===== config.mk =====
export PLATFORM = sky130hd
export DESIGN_NAME = t05_hd_encode
export DESIGN_NICKNAME = d
export VERILOG_FILES = /design/src/rtl/t05_pkg.sv /design/src/rtl/t05_bit_packer.sv /design/src/rtl/t05_hd_encode.sv
export SDC_FILE = /design/constraint.sdc
export NUM_CORES = 1
export LEC_CHECK = 0
export BUFFER_PORTS_ARGS = -buffer_cell sky130_fd_sc_hd__clkbuf_2
export CORE_UTILIZATION = 40
export CTS_BUF_LIST = sky130_fd_sc_hd__clkbuf_16
export CTS_CLUSTER_DIAMETER = 120
export DETAILED_ROUTE_END_ITERATION = 8
export GPL_TIMING_DRIVEN = 0
export MAX_ROUTING_LAYER = met4
export PLACE_DENSITY = 0.59
export SLEW_MARGIN = 5
export SYNTH_ARGS = -nofsm -noshare
export SYNTH_HDL_FRONTEND = slang
export SYNTH_SLANG_ARGS = --single-unit

===== constraint.sdc =====
create_clock -name clk -period 6.7 [get_ports clk]
set_input_delay 1.005 -clock clk [delete_from_list [all_inputs] [get_ports clk]]
set_output_delay 1.005 -clock clk [all_outputs]
set_load 0.03 [all_outputs]

===== src/rtl/t05_pkg.sv =====
// Shared header-format definitions for the Huffman header encoder and decoder.
package t05_pkg;

  localparam int HDR_PATH_W = 128;
  localparam int HDR_TOT_W  = 32;

  typedef enum logic [3:0] {
    IDLE,
    SEND_PATH,
    WAIT_LEAF,
    SEND_LEAD,
    SEND_CHAR,
    SEND_ZEROS,
    SEND_TOT,
    PAD,
    FLUSH,
    DONE
  } state_he;

endpackage


===== src/rtl/t05_bit_packer.sv =====
// Collects one header bit per cycle into bytes (first bit lands in the MSB) and
// owns the valid/ready handshake toward the SPI writer.
module t05_bit_packer (
  input  logic       clk,
  input  logic       rst,
  input  logic       bit_in,
  input  logic       bit_valid,
  output logic       bit_stall,
  output logic [3:0] bit_cnt,
  output logic [7:0] byte_data,
  output logic       byte_valid,
  input  logic       byte_ready
);

  logic [6:0] sr;

  assign bit_stall = (bit_cnt == 4'd8);

  // The eighth bit raises byte_valid directly, so a byte with an always-ready
  // sink costs 8 shift cycles plus one accept cycle.
  always_ff @(posedge clk) begin
    if (rst) begin
      sr         <= '0;
      bit_cnt    <= '0;
      byte_data  <= '0;
      byte_valid <= 1'b0;
    end else if (byte_valid) begin
      if (byte_ready) begin
        byte_valid <= 1'b0;
        bit_cnt    <= '0;
      end
    end else if (bit_valid) begin
      sr      <= {sr[5:0], bit_in};
      bit_cnt <= bit_cnt + 4'd1;
      if (bit_cnt == 4'd7) begin
        byte_valid <= 1'b1;
        byte_data  <= {sr, bit_in};
      end
    end
  end

endmodule


===== src/rtl/t05_hd_encode.sv =====
// Header encoder: serializes first-leaf path, DFS leaf tokens and the character
// total into the byte stream consumed by the header decoder.
module t05_hd_encode
  import t05_pkg::*;
#(
  parameter int PATH_W = HDR_PATH_W,
  parameter int BT_W   = 8,
  parameter int TOT_W  = HDR_TOT_W
) (
  input  logic              clk,
  input  logic              rst,
  input  logic              he_enable,
  input  logic [PATH_W-1:0] path_in,
  input  logic              leaf_valid,
  output logic              leaf_ready,
  input  logic [7:0]        leaf_char,
  input  logic [BT_W-1:0]   leaf_bt,
  input  logic              leaf_last,
  input  logic [TOT_W-1:0]  tot_chars,
  output logic [7:0]        SPI_data_out,
  output logic              write_en_SPI,
  input  logic              SPI_ready,
  output logic              finished
);

  localparam int PB_W = $clog2(PATH_W);
  localparam int TB_W = $clog2(TOT_W);
  localparam int BC_W = (PB_W > TB_W) ? PB_W : TB_W;

  state_he           state;
  logic [BC_W-1:0]   bitcnt;
  logic [PATH_W-1:0] path_r;
  logic [7:0]        char_r;
  logic [BT_W-1:0]   bt_r;
  logic              last_r;
  logic [TOT_W-1:0]  tot_r;

  logic       hdr_bit;
  logic       emit;
  logic       bit_valid;
  logic       bit_stall;
  logic [3:0] pk_cnt;

  assign leaf_ready = (state == WAIT_LEAF);
  assign finished   = (state == DONE);
  assign bit_valid  = emit && !bit_stall;

  always_comb begin
    hdr_bit = 1'b0;
    emit    = 1'b0;
    unique case (state)
      SEND_PATH: begin
        emit    = 1'b1;
        hdr_bit = path_r[bitcnt[PB_W-1:0]];
      end
      SEND_LEAD: begin
        emit    = 1'b1;
        hdr_bit = 1'b1;
      end
      SEND_CHAR: begin
        emit    = 1'b1;
        hdr_bit = char_r[bitcnt[2:0]];
      end
      SEND_ZEROS: emit = 1'b1;
      SEND_TOT: begin
        emit    = 1'b1;
        hdr_bit = tot_r[bitcnt[TB_W-1:0]];
      end
      // Pad only a partial byte; an aligned header gets no extra byte.
      PAD:     emit = (pk_cnt != 4'd0);
      default: emit = 1'b0;
    endcase
  end

  // Every emitting state advances only on a cycle where the packer took the bit.
  always_ff @(posedge clk) begin
    if (rst) begin
      state  <= IDLE;
      bitcnt <= '0;
      path_r <= '0;
      char_r <= '0;
      bt_r   <= '0;
      last_r <= 1'b0;
      tot_r  <= '0;
    end else begin
      unique case (state)
        IDLE: if (he_enable) begin
          path_r <= path_in;
          bitcnt <= BC_W'(PATH_W - 1);
          state  <= SEND_PATH;
        end
        SEND_PATH: if (bit_valid) begin
          if (bitcnt == '0) state <= WAIT_LEAF;
          else              bitcnt <= bitcnt - BC_W'(1);
        end
        WAIT_LEAF: if (leaf_valid) begin
          char_r <= leaf_char;
          bt_r   <= leaf_bt;
          last_r <= leaf_last;
          if (leaf_last) tot_r <= tot_chars;
          state  <= SEND_LEAD;
        end
        SEND_LEAD: if (bit_valid) begin
          bitcnt <= BC_W'(7);
          state  <= SEND_CHAR;
        end
        SEND_CHAR: if (bit_valid) begin
          if (bitcnt == '0) begin
            bitcnt <= BC_W'(TOT_W - 1);
            if (bt_r != '0) state <= SEND_ZEROS;
            else            state <= last_r ? SEND_TOT : WAIT_LEAF;
          end else begin
            bitcnt <= bitcnt - BC_W'(1);
          end
        end
        SEND_ZEROS: if (bit_valid) begin
          bt_r <= bt_r - BT_W'(1);
          if (bt_r == BT_W'(1)) state <= last_r ? SEND_TOT : WAIT_LEAF;
        end
        SEND_TOT: if (bit_valid) begin
          if (bitcnt == '0) state <= PAD;
          else              bitcnt <= bitcnt - BC_W'(1);
        end
        PAD:     if (pk_cnt == 4'd0 || bit_stall) state <= FLUSH;
        FLUSH:   if (pk_cnt == 4'd0 && !write_en_SPI) state <= DONE;
        DONE:    if (!he_enable) state <= IDLE;
        default: state <= IDLE;
      endcase
    end
  end

  t05_bit_packer u_packer (
    .clk       (clk),
    .rst       (rst),
    .bit_in    (hdr_bit),
    .bit_valid (bit_valid),
    .bit_stall (bit_stall),
    .bit_cnt   (pk_cnt),
    .byte_data (SPI_data_out),
    .byte_valid(write_en_SPI),
    .byte_ready(SPI_ready)
  );

endmodule


## Word level (Yosys, flattened, before mapping)

Index checks and enable logic that the tools add are counted.

- Register bits: 208
- Output and inout bits: 11
- Word-level logic and storage cells: 113

- $add $sub $neg: 3
- Order comparisons: 3
- Eq/ne operators: 29
- Muxes and demuxes: 42
- Bitwise logic cells: 1
- Reductions and logical operators: 24

Operators with widths:

| kind | count |
|---|---|
| 4-bit 2-to-1 mux | 17 |
| 7-bit 2-to-1 mux | 6 |
| 4-bit one-hot mux with 10 select lines | 1 |
| 2-bit inequality test, second input constant | 16 |
| 7-bit one-hot mux with 4 select lines | 1 |
| 4-bit by 3-bit == test with 1-bit output, second input constant | 5 |
| 8-bit 2-to-1 mux | 2 |
| 8-bit one-hot mux with 2 select lines | 1 |
| 14-bit AND reduction | 1 |
| 4-bit == test, second input constant | 3 |
| 3-bit AND reduction | 3 |
| 4-bit by 2-bit == test with 1-bit output, second input constant | 2 |
| 8-bit by 1-bit == test with 1-bit output, second input constant | 1 |
| 4-bit zero test | 2 |
| 7-bit by 8-bit less-than comparator with 1-bit output, second input constant | 1 |
| 2-bit AND reduction | 4 |
| 4-bit nonzero test | 2 |
| 8-bit nonzero test | 1 |
| 8-bit by 1-bit subtractor with 8-bit output, second input constant | 1 |
| 1-bit binary-select mux with 7-bit select | 1 |
| 7-bit zero test | 1 |
| 1-bit 2-to-1 mux | 7 |
| 7-bit by 1-bit subtractor with 7-bit output, second input constant | 1 |
| 5-bit by 6-bit less-than comparator with 1-bit output, second input constant | 1 |
| other kinds (17) | 21 |

## Depth between registers and ports, before layout

- Depth in word-level cells: 6
- Depth in mapped cells: 13

## Hierarchy

From an unflattened synthesis, not the netlist that was laid out.

- Cell total of the unflattened synthesis: 1132
- Area, all modules: 9593.0 sq um

Modules (own cells, without submodules):

| module | instances | cells an instance | area an instance (sq um) |
|---|---|---|---|
| t05_hd_encode | 1 | 1033 | 8710.9 |
| t05_bit_packer | 1 | 99 | 882.1 |

## Least setup slack after synthesis

Ideal clock, no wire load.

- Kind: reg-to-reg
- From: register bitcnt[1]
- To: register state[0]
- Data arrival time: 3204 ps
- Data required time: 6630 ps
- Setup slack: 3426 ps
- Cell stages (with the launch flop): 14
- Buffers on the path: 5
- Cells stage by stage: dfxtp_1 > buf_2 > buf_2 > buf_4 > buf_2 > inv_1 > ha_1 > or4b_4 > nor3_2 > nor2_1 > or4_1 > buf_2 > or4_1 > a21oi_1

- Longest elaborated chain between the ends: 3

Ends and longest elaborated chain:

| what | line | text |
|---|---|---|
| start, declared | t05_hd_encode.sv:31 | `logic [BC_W-1:0] bitcnt;` |
| start signal, assigned | t05_hd_encode.sv:89 | `bitcnt <= BC_W'(PATH_W - 1);` |
| start signal, assigned | t05_hd_encode.sv:94 | `else bitcnt <= bitcnt - BC_W'(1);` |
| start signal, assigned | t05_hd_encode.sv:109 | `bitcnt <= BC_W'(TOT_W - 1);` |
| 7-bit zero test (*) | t05_hd_encode.sv:93, t05_hd_encode.sv:108, t05_hd_encode.sv:121 |  |
| 2-bit inequality test (no line) | n/a |  |
| 14-bit AND reduction (no line) (*) | n/a |  |
| end signal, assigned | t05_hd_encode.sv:111 | `else state <= last_r ? SEND_TOT : WAIT_LEAF;` |
| end signal, assigned | t05_hd_encode.sv:118 | `if (bt_r == BT_W'(1)) state <= last_r ? SEND_TOT : WAIT_LEAF;` |
| end, declared | t05_hd_encode.sv:30 | `state_he state;` |

Mark *: on every way between the ends. The rest lies on a longest branch, timed or not.
A chain may end at the register's enable or synchronous reset.

## Worst setup path after layout

Same ends and word-level chain as after synthesis.

==> impl_results.md <==
- Status: finished clean
- Total CTS buffers: 23
- Vias in the first global route: 8497
- IO Pins: 193
- Most common cell on crit path: buf_2
- Post-synth EDFFs: 0
- Synth area leaders: dfxtp_1 45%, nand2_1 15%, a21oi_1 11%
- Critical Path Fanout Max: 10
- Area Growth Syn to Fin: 22.53%
- Gate Count Post-Synth: ~1100
- Antenna-violating nets left: 0
- Setup crit end kind: register
- Die area: between 20000 and 25000 sq um
- CTS H-tree depth: 1
- Grt ovf: 0
- CTS tree: done
- Worst path required time: 7.13 ns
- TritonCTS Sinks: roughly 210
- Hold WS: 0.4515 ns
- First-pass GRT wire length: 44450 um
- Critical path arrival: between 4 and 5 ns
- Slew at the pin closest to its max-slew limit: 1.048 ns
- Total Routed Length: 28350 um
- Clock skew: 0.01920 ns
- Power Total: between 4000 and 5000 uW
- Fin util: 50.14%
- Post-synth top area share: 44.81%
- Initial DRC count: 481
- Main synth FF type: dfxtp_1
- Fin. Hold Viols: 0
- Sequential element share of the synthesized area: approximately 45%
- DIE HEIGHT: 154.4 um
- # Post-CTS Setup Buffers: 0
- Gr usage total: 24.47%
- Slowest stage delay, CP: 0.53 ns
- Post-Syn Area: between 9000 and 10000 sq um
- Pwr Density: 380.6 nW/um^2
- Layout cells sized above 1: 20.64%
- Synth Register Bits: 208
- Dpl hpwl: 20570 um
- Largest net degree at the start of global routing: 14
- Starting density of the core: 40.92%
- Kind of critical path: register to register
- N_diodes: 0
- Number of fill cells: 2314
- First drt pass iteration count: 5
- Port bufs: 191
- DR vias/cell: 5.290
- Min cycle time layout: between 3 and 4 ns
- Hold Path Class: register to register
- CTS Buffer Depth: 3
- Setup tns final: 0 ns
- Routed len/inst: around 17 um
- Max-capacitance violation count: 0
- Worst skew pair latency: 0.52 ns
- Yosys cell types: 58
- Worst rel slew slack: 30.15%
- Leading area contributor after synthesis: dfxtp_1
- RSZ-0062 raised after global routing: no
- Final Cycle Share: a little under three fifths
- Syn avg cell area: 8.151 sq um
- Syn. warnings: 0
- # resized after CTS: 0
- Hold_buf cts: 0
- Final Wtd Congestion: 0.8655
- Nets: 1543
- Peak supply drop: 0.1816 mV
- Crit path cell chain: buf_2 > buf_2 > buf_4 > buf_2 > inv_1 > ha_1 > or4b_4 > nor3_2 > nor2_1 > or4_1 > buf_2 > or4_1 > a21oi_1
- Antenna violations before repair: 0
- Core area: 22710 sq um
- Peak Freq: 262.3 MHz
- Slowest cell on crit path: or4b_4
- Site Rows: 55
- Crit start category: register
- CTS clk-pin slew, worst paths: 0.06 ns
- Leak pwr: approximately 0.0045 uW
- Worst setup margin: 2.888 ns
- Max Slew Vio Count: 0
- Pre-CTS setup slack: 2.924 ns
- Root buffer cell: clkbuf_16
- DRC: 0
- Setup violators final: 0
- Asr flop ratio synth: 0%
- Mapped Nets: between 1000 and 1500
- Vias: approximately 8800
- Die width: 154.4 um
==> where the power goes <==
part	switching (uW)	total (uW)	leakage (uW)	internal (uW)
sequential	98.5	1520	0.00170	1430
combinational	945	1480	0.00238	535
clock	515	1330	0.000394	814
==> cells by family after synthesis <==
family	share of synthesized area, %
and+or+nand+nor	20.71
adders and majority gates	0.6732
AOI/OAI and AO/OA	17.26
DFF	44.81
muxes	11.77
xor gates and xnor gates	0.1885
buffers and inverters	4.591
==> cells in the final DEF, fill, tap and decap left out, types with 8 or more instances in the layout <==
master	count
a21oi_1	198
a221oi_1	8
buf_2	8
clkbuf_1	75
clkbuf_16	23
clkbuf_2	191
dfxtp_1	208
inv_1	14
mux2_2	8
mux2i_1	26
mux4_2	33
nand2_1	369
nor2_1	41
nor3_1	11
o21ai_0	22
==> worst max-delay path: cells and delay by family (launching register included) <==
kind / cells / cell delay, ns
buf+inv: 6 / 1.35
compound gates: 1 / 0.12
fa+ha+maj: 1 / 0.25
simple gates: 5 / 1.69
flops: 1 / 0.29
==> Yosys cell counts, types with 3 or more instances <==
master	number
dfxtp_1	208
ha_1	5
a22oi_1	4
nand2_1	369
mux2_2	8
a311oi_1	3
a31oi_1	6
nor2b_1	7
nand3_1	7
buf_1	6
a221oi_1	8
o221ai_1	7
buf_4	4
a211oi_1	6
mux4_2	33
or4_1	4
buf_2	8
nand2b_1	7
and3_1	4
nor4_1	3
o32ai_1	3
o22ai_1	3
o211ai_1	3
o41ai_1	3
inv_1	10
and2_1	6
nor3_1	11
nor2_1	41
a21oi_1	198
clkbuf_1	75
o21ai_0	22
mux2i_1	26
==> metrics by stage <==
| step | std cells | cell area [sq um] |
|---|---|---|
| global placement | 1616 | 10610 |
| detailed placement | 1616 | 10610 |
| finish | 1656 | 11390 |
| CTS | 1656 | 11390 |
| global route | 1656 | 11390 |
| floorplan | 1140 | 9293 |
==> metal layers <==
metal	routed length [um]	GRT usage (%)	vias to the layer above	part of all wire, %
li1	-	-	4344	-
met1	12780	31.82	4105	45
met2	13170	39.34	260	46
met3	1593	3.390	52	5.6
met4	811	7.826	0	2.9
met5	0	-	-	0
==> sequential cells by signal (all words and copies together), names as in the netlist <==
signal / cells
u_packer.bit_cnt: 4
u_packer.sr: 7
bitcnt: 7
tot_r: 32
u_packer.byte_data: 8
char_r: 8
bt_r: 8
u_packer.byte_valid: 1
path_r: 128
last_r: 1
state: 4
==> final cells by class <==
cell class	count	area [sq um]	share of cell area (%)
plain buffers	94	385.4	3.385
flip-flops and latches	208	4164	36.57
clock buffers	23	575.6	5.055
repair buffers	191	955.9	8.396
multi-input cells	827	4702	41.30
clock inverters	17	205.2	1.802
well taps	285	356.6	3.132
inverters	11	41.29	0.3626
==> final timing paths <==
| check | start | endpoint | slack, ns | cells past startpoint |
|---|---|---|---|---|
| setup / recovery | bitcnt[1] | state[0] | 2.89 | 13 |
| hold / removal | last_r | last_r | 0.45 | 2 |
| setup reg to reg | bitcnt[1] | state[0] | 2.89 | 13 |
| hold reg to reg | last_r | last_r | 0.45 | 2 |
Power figures use the tool's default switching activity.
